**src/rtl/instr_issuer.sv**
```systemverilog
// Program sequencer: walks a DEPTH-word instruction buffer, holds each word on `code` for its latency.
// Latency: start -> first code_valid in 2 cycles; each instruction takes L+2 cycles with no stall.
// Backpressure: GAP stalls while ctrl_state != 0 (and, with SINGLE_STEP_EN defined, until step=1).
module instr_issuer #(
    parameter int DEPTH = 16,
    parameter int AW    = 4
) (
    input  logic          clk,
    input  logic          resetn,
    input  logic          prog_we,
    input  logic [AW-1:0] prog_addr,
    input  logic [22:0]   prog_wdata,
    input  logic [AW:0]   prog_len,
    input  logic          start,
    input  logic [4:0]    ctrl_state,
`ifdef SINGLE_STEP_EN
    input  logic          step,
`endif
    output logic [22:0]   code,
    output logic          code_valid,
    output logic [AW-1:0] pc,
    output logic          busy,
    output logic          done,
    output logic          err
);

    typedef enum logic [2:0] {
        S_IDLE,
        S_FETCH,
        S_HOLD,
        S_GAP,
        S_DONE
    } state_t;

    localparam logic [AW:0] DEPTH_L = (AW+1)'(DEPTH);

    logic [22:0]   mem [DEPTH];

    state_t        state_q, state_d;
    logic [AW-1:0] pc_q, pc_d;
    logic [AW:0]   len_q, len_d;
    logic [22:0]   code_q, code_d;
    logic          vld_q, vld_d;
    logic [1:0]    cnt_q, cnt_d;
    logic          err_q, err_d;

    logic [22:0]   word;
    logic [3:0]    func;
    logic          last;
    logic          advance;

    assign busy = (state_q == S_FETCH) || (state_q == S_HOLD) || (state_q == S_GAP);

    // Buffer has no reset so a program survives resetn
    always_ff @(posedge clk) begin
        if (prog_we && !busy) begin
            mem[prog_addr] <= prog_wdata;
        end
    end

    assign word = mem[pc_q];
    assign func = word[22:19];
    assign last = (({1'b0, pc_q} + (AW+1)'(1)) == len_q);

`ifdef SINGLE_STEP_EN
    assign advance = (ctrl_state == 5'd0) && step;
`else
    assign advance = (ctrl_state == 5'd0);
`endif

    always_comb begin
        state_d = state_q;
        pc_d    = pc_q;
        len_d   = len_q;
        code_d  = code_q;
        vld_d   = vld_q;
        cnt_d   = cnt_q;
        err_d   = err_q;
        case (state_q)
            S_IDLE: begin
                if (start) begin
                    err_d = 1'b0;
                    pc_d  = '0;
                    if (prog_len == '0) begin
                        state_d = S_DONE;
                    end else begin
                        len_d   = (prog_len > DEPTH_L) ? DEPTH_L : prog_len;
                        state_d = S_FETCH;
                    end
                end
            end
            S_FETCH: begin
                case (func)
                    4'h0: begin
                        if (last) state_d = S_DONE;
                        else      pc_d    = pc_q + AW'(1);
                    end
                    4'h1, 4'h2: begin
                        code_d  = word;
                        vld_d   = 1'b1;
                        cnt_d   = 2'd0;
                        state_d = S_HOLD;
                    end
                    4'h3, 4'h4, 4'h5, 4'h6, 4'h7, 4'h8, 4'h9: begin
                        code_d  = word;
                        vld_d   = 1'b1;
                        cnt_d   = 2'd2;
                        state_d = S_HOLD;
                    end
                    default: begin
                        err_d   = 1'b1;
                        state_d = S_DONE;
                    end
                endcase
            end
            S_HOLD: begin
                // cnt counts remaining HOLD cycles after this one
                if (cnt_q == 2'd0) begin
                    code_d  = '0;
                    vld_d   = 1'b0;
                    state_d = S_GAP;
                end else begin
                    cnt_d = cnt_q - 2'd1;
                end
            end
            S_GAP: begin
                if (advance) begin
                    if (last) begin
                        state_d = S_DONE;
                    end else begin
                        pc_d    = pc_q + AW'(1);
                        state_d = S_FETCH;
                    end
                end
            end
            S_DONE: begin
                state_d = S_IDLE;
            end
            default: begin
                state_d = S_IDLE;
            end
        endcase
    end

    always_ff @(posedge clk or negedge resetn) begin
        if (!resetn) begin
            state_q <= S_IDLE;
            pc_q    <= '0;
            len_q   <= '0;
            code_q  <= '0;
            vld_q   <= 1'b0;
            cnt_q   <= 2'd0;
            err_q   <= 1'b0;
        end else begin
            state_q <= state_d;
            pc_q    <= pc_d;
            len_q   <= len_d;
            code_q  <= code_d;
            vld_q   <= vld_d;
            cnt_q   <= cnt_d;
            err_q   <= err_d;
        end
    end

    assign code       = vld_q ? code_q : 23'd0;
    assign code_valid = vld_q;
    assign pc         = pc_q;
    assign done       = (state_q == S_DONE);
    assign err        = err_q;

endmodule

```
**config.mk**
```make
export PLATFORM = sky130hd
export DESIGN_NAME = instr_issuer
export DESIGN_NICKNAME = d
export VERILOG_FILES = /design/src/rtl/instr_issuer.sv
export SDC_FILE = /design/constraint.sdc
export NUM_CORES = 1
export LEC_CHECK = 0
export BUFFER_PORTS_ARGS = -buffer_cell sky130_fd_sc_hd__buf_2
export CAP_MARGIN = 20
export CORE_MARGIN = 1.5
export CORE_UTILIZATION = 60
export CTS_CLUSTER_DIAMETER = 200
export DETAILED_ROUTE_END_ITERATION = 10
export PLACE_DENSITY = 0.87
export SLEW_MARGIN = 20
export SYNTH_ARGS = -nofsm -noshare
export SYNTH_HDL_FRONTEND = slang
export SYNTH_SLANG_ARGS = --single-unit
```
**constraint.sdc**
```tcl
create_clock -name clk -period 5.6 [get_ports clk]
set_clock_uncertainty 0.1 [all_clocks]
set_input_delay 0.56 -clock clk [delete_from_list [all_inputs] [get_ports clk]]
set_output_delay 0.56 -clock clk [all_outputs]
set_load 0.05 [all_outputs]
```
### Word-level counts from Yosys, hierarchy flattened

Memory sizes are Yosys's and may differ from the RTL's.
Cells that the tools add are included.

* flip-flop bits (word level): 39
* output and inout bits: 31
* input port bits: 41
* bits in writable memories: 368
* memories kept: 1

* reduce and logical (&&, ||, !) cells: 22
* bitwise gates (word level): 1
* order comparisons: 1
* multiplexer cells: 29
* add/sub/neg operators: 3
* eq/ne operators: 23

Memory list
* mem: words 16, bits a word 23, read ports 1, clocked after memory_dff 0, write ports 1, line 37 `logic [22:0] mem [DEPTH];`

Operators with widths (count)
* 23-bit 2-to-1 mux: 3
* 23-bit case mux with 2 select lines: 1
* 3-bit 2-to-1 mux: 6
* 4-bit by 3-bit equality test with 1-bit output (second input constant): 4
* 4-bit 2-to-1 mux: 4
* 3-bit case mux with 4 select lines: 1
* 4-bit case mux with 3 select lines: 1
* 3-bit AND reduction: 4
* 5-bit zero test: 2
* 2-bit inequality test (second input constant): 5
* 10-bit OR reduction: 1
* 9-bit OR reduction: 1
* 4-bit by 2-bit equality test with 1-bit output (second input constant): 2
* 4-bit equality test (second input constant): 2
* 2-bit case mux with 2 select lines: 2
* 4-bit AND reduction: 2
* 7-bit OR reduction: 1
* 3-bit by 2-bit equality test with 1-bit output (second input constant): 2
* 1-bit 2-to-1 mux: 6
* 3-bit case mux with 2 select lines: 1
* 4-bit by 1-bit adder with 5-bit output (second input constant): 1
* 5-bit equality test: 1
* 5-bit greater-than comparator (second input constant): 1
* 5-bit 2-to-1 mux: 1
* 20 further kinds: 24

### Logic depth before layout (Yosys ltp)

* depth in word-level cells: 7
* gate-level depth with buffers: 10

### Worst setup path before layout

OpenSTA, ideal clock, no wires.

* kind: register to register
* start: register state_q[0]
* end: memory mem[0][0], enable pin
* cell stages (with the launch flop): 6
* clock period less this slack: 3427 ps
* setup time: 432 ps
* arrival time: 2895 ps
* buffers on the path: 1
* setup slack: 2173 ps
* cells stage by stage: dfrtp_1 > clkbuf_1 > nor2_1 > o21ai_0 > or3_1 > nor3_1

* word-level cells in the longest chain between the ends: 7

RTL lines
* start, declared: line 39 `state_t state_q, state_d;`
* start signal, assigned: line 155 `state_q <= state_d;`
* 3-bit by 1-bit equality test with 1-bit output / 3-bit by 2-bit equality test with 1-bit output (equally long branches): line 52 `assign busy = (state_q == S_FETCH) || (state_q == S_HOLD) || (state_q == S_GAP);`
* 1-bit logical OR: line 52
* 1-bit logical OR (*): line 52
* 1-bit zero test (*): line 56 `if (prog_we && !busy) begin`
* 1-bit logical AND (*): line 56
* 1-bit 2-to-1 mux (*): line 56
* 1-bit 2-to-1 mux (not written as such) (*): line 57 `mem[prog_addr] <= prog_wdata;`
* end, declared: line 37

Every way passes the cells marked *; elsewhere a longest branch is shown, timed or not.

### Worst setup path in the final report

* start: register pc_q[0] (netlist: pc[0])
* end: register code_q[8]

* word-level cells in the longest chain between the ends: 5

RTL lines
* start, declared: line 40 `logic [AW-1:0] pc_q, pc_d;`
* start signal, assigned: line 156 `pc_q <= pc_d;`
* memory read 16 x 23 bit (*)
* 4-bit by 2-bit equality test with 1-bit output, or another cell as far along: line 93 `case (func)`
* 9-bit OR reduction (no line)
* 2-bit inequality test (no line)
* 3-bit AND reduction (no line)
* end signal, assigned: line 158 `code_q <= code_d;`
* end, declared: line 42 `logic [22:0] code_q, code_d;`

Every way passes the cells marked *; elsewhere a longest branch is shown, timed or not. The select of a mux whose other input is x is not followed.
A chain may end at the register's enable or synchronous reset.

==> impl_metrics.ini <==
[detailed_routing]
routed-via-count = 8256
routed_wirelength_microns = 36140
dr.pass1.iters = 7
viasPerCell = 6.712
drtAntennaViolNets = 0
routedWlPerCell_microns = 29.38
drcViolationCount = 0
drt_iter0_drc = 1052

[global_routing]
grt.overflow.total = 0
grt_pass1_vias = 8434
grt_max_degree = 66
track_usage_pct = 26.75
grt_pass1_wl_microns = 53410
antenna_found_initial = 2

[min_path]
hold_class = in -> async

[cts]
ctsHoldBuffers = 0
insertion_delay_ns = 0.53
cts_tree = done
cts-root-buf = clkbuf_16
post_cts_buffers = 0
numClockSinks = 407
h-tree-depth = 2
cts.clk_slew.worst_paths_ns = 0.06
cts-resized-gates = 0
clock_path_buffers = 3
cts_buffers = 40

[sta]
setup_viol = 0
worst_slack_ns = 1.705
worstMarginPinSlew_ns = 1.047
fmax_mhz = 256.7
slew_viol_final = 0
rsz0062_at_grt = false
finalCriticalPeriod_ns = 3.895
max_slew_margin_pct = 30.11
final-hold-violation-count = 0
finalCritPeriodShare_pct = 69.56
setup-tns-final_ns = 0
hold_slack_ns = 0.1044

[worst_setup_path]
start_kind = flip-flop
cp_cell_sequence = buf_4 -> mux2i_1 -> a221oi_1 -> a32oi_1 -> nor2b_2 -> mux2i_4 -> a21o_4 -> a22o_1
crit_path_max_incr_delay_ns = 1.05
crit_fanout = 50
required_ns = 5.96
cp-end-kind = flip-flop
worstPathArrival_ns = 4.25
critPathBufInv = 1
crit_family = flip-flops
worstSetupPathType = reg -> reg
crit_slowest_cell = dfrtp_4

[synth]
syn_inst = 765
yosysSeqAreaShare_pct = 74.98
syn_area_sq_um = 16040
synthXorXnorAreaFrac_pct = 0.3588
async_flop_share_pct = 9.582
yosys_warnings = 0
synthAdderAreaFrac_pct = 0.1560
synth_flop_cell = edfxtp_1
synthSimpleGateAreaFrac_pct = 4.080
synth_edf_count = 368
muxShareOfSynthArea_pct = 16.01
synth_seq_cells = 407
synth_compound_area_share_pct = 3.105
avgSynthCellArea_sq_um = 20.97
netlist-cell-type-count = 60
syn_nets = 808
synth_top_family_by_area = multiplexers

[pwr]
power_frac_seq_pct = 48.1
power_frac_clock_pct = 37.7
ir_worst_vdd_uv = 273.6
combPwrFrac_pct = 14.2
p_sw_mw = 1.909
internal_power_mw = 5.671
power.density_nw_per_um2 = 414.8
switching_share_pct = 25.19
p_leak_nw = 6.040

[final_layout]
fillers = 1524
drive_above_1_share_pct = 32.21
multiInputGateArea_sq_um = 3859
fin_area_sq_um = 18270
syn_to_final_growth_pct = 13.92
finalNonFillerCells = 1230
seq_area_sq_um = 12030
nNetsFinal = 906

[die]
ios = 72
start_util_pct = 61.38
design.core.area_sq_um = 26130
dieArea_sq_um = 27720
rows = 59
die_y_microns = 166.5
fp.dieW_microns = 166.5

[run_status]
status = completed

[place]
dp_hpwl_microns = 18820
placed_cell_area_sq_um = 16860
pre_cts_ws_ns = 1.748
io_buffers = 71
place_inst = 1156
gp_congestion = 0.8542

[job]
maxCapViolCount = 0
flip-flops by register name, summed over array words and instances, names as in the netlist:
register	count
code_valid	1
err	1
code_q	23
len_q	5
mem	368
pc	4
cnt_q	2
state_q	3
cells in the mapped netlist, drive strengths merged (3+ instances only):
cell,count,area (sq um)
a21oi,8,43.79
a221oi,3,26.28
a22o,19,166.4
a22oi,3,22.52
and2,27,168.9
buf,16,102.6
clkbuf,21,78.83
dfrtp,39,975.9
edfxtp,368,11050
inv,8,30.03
mux2i,10,112.6
mux4,108,2432
nand2,22,82.58
nand2b,5,31.28
nand3,11,60.06
nor2,30,122.6
nor2b,5,33.78
nor3,7,35.03
o21ai,9,45.04
o31ai,6,45.04
or3,3,18.77
xnor2,3,26.28
layout by cell type (no fill, tap or decap), types with 3 or more instances in the layout:
cell	Yosys	layout
nand2_1	22	22
buf_2	7	71
a22o_1	19	19
a21oi_1	7	7
nor2_1	28	16
nand2b_1	5	5
o31ai_1	6	6
clkbuf_1	21	10
clkinv_1	0	5
or3_1	3	3
mux4_2	108	108
clkbuf_8	0	3
nor3_2	0	3
dfrtp_1	39	37
edfxtp_1	368	368
nor3_1	7	3
clkbuf_16	0	41
nand3_1	10	10
o21ai_0	8	8
bufinv_16	0	8
inv_1	8	8
nor2_2	1	13
buf_4	1	22
and2_1	26	26
xnor2_1	3	3
mux2i_1	9	9
nor2b_1	4	4
a22oi_1	3	3
a221oi_1	3	3
power by group through the flow:
stage	clock [mW]	sequential, mW	combinational [mW]
after global placement	0	3.69	1.02
after floorplan	0	3.61	0.846
after global routing	3.00	3.66	1.14
after CTS	2.88	3.64	1.08
after detailed placement	0	3.70	1.05
final	2.86	3.64	1.08
layout make-up:
cell class	instances	share of cell area [%]
Clock buffer	54	6.046
Sequential cell	407	65.86
Timing Repair Buffer	93	2.849
Multi-Input combinational cell	313	21.12
Antenna cell	1	0.01369
Clock inverter	19	1.657
Tap cell	335	2.294
Inverter	8	0.1643
cell families (layout without fill, tap and decap cells):
group / count (synthesis) / count (layout)
fa+ha+maj: 2 / 2
compound gates: 64 / 64
simple gates: 122 / 122
other cells: 0 / 1
mux: 120 / 120
buf+inv: 45 / 174
flops: 407 / 407
xor+xnor: 5 / 5
worst paths after layout:
path | slack (ns) | cells past startpoint | end | from
worst max register to register | 1.70 | 8 | code_q[8] | pc[0]
worst max-delay path | 1.70 | 8 | code_q[8] | pc[0]
worst min-delay path | 0.10 | 1 | code_q[3] | resetn
worst min register to register | 0.39 | 1 | cnt_q[0] | cnt_q[0]
min in group clk | 0.19 | 3 | len_q[1] | prog_len[1]
max in group asynchronous | 4.56 | 1 | pc[1] | resetn
through the flow:
step / total power, mW / utilization [%]
after global placement: 4.703 / 64.50
after global routing: 7.804 / 69.91
after detailed placement: 4.749 / 64.50
final: 7.580 / 69.92
after floorplan: 4.460 / -
after CTS: 7.599 / 69.89
metal layers:
metal	vias to the layer above	part of all wire, %	track usage, %
li1	3365	-	-
met1	4295	38	36.51
met2	513	50	44.28
met3	81	9.4	5.299
met4	2	2.7	8.617
met5	-	0.036	0
Power figures use the tool's default switching activity.
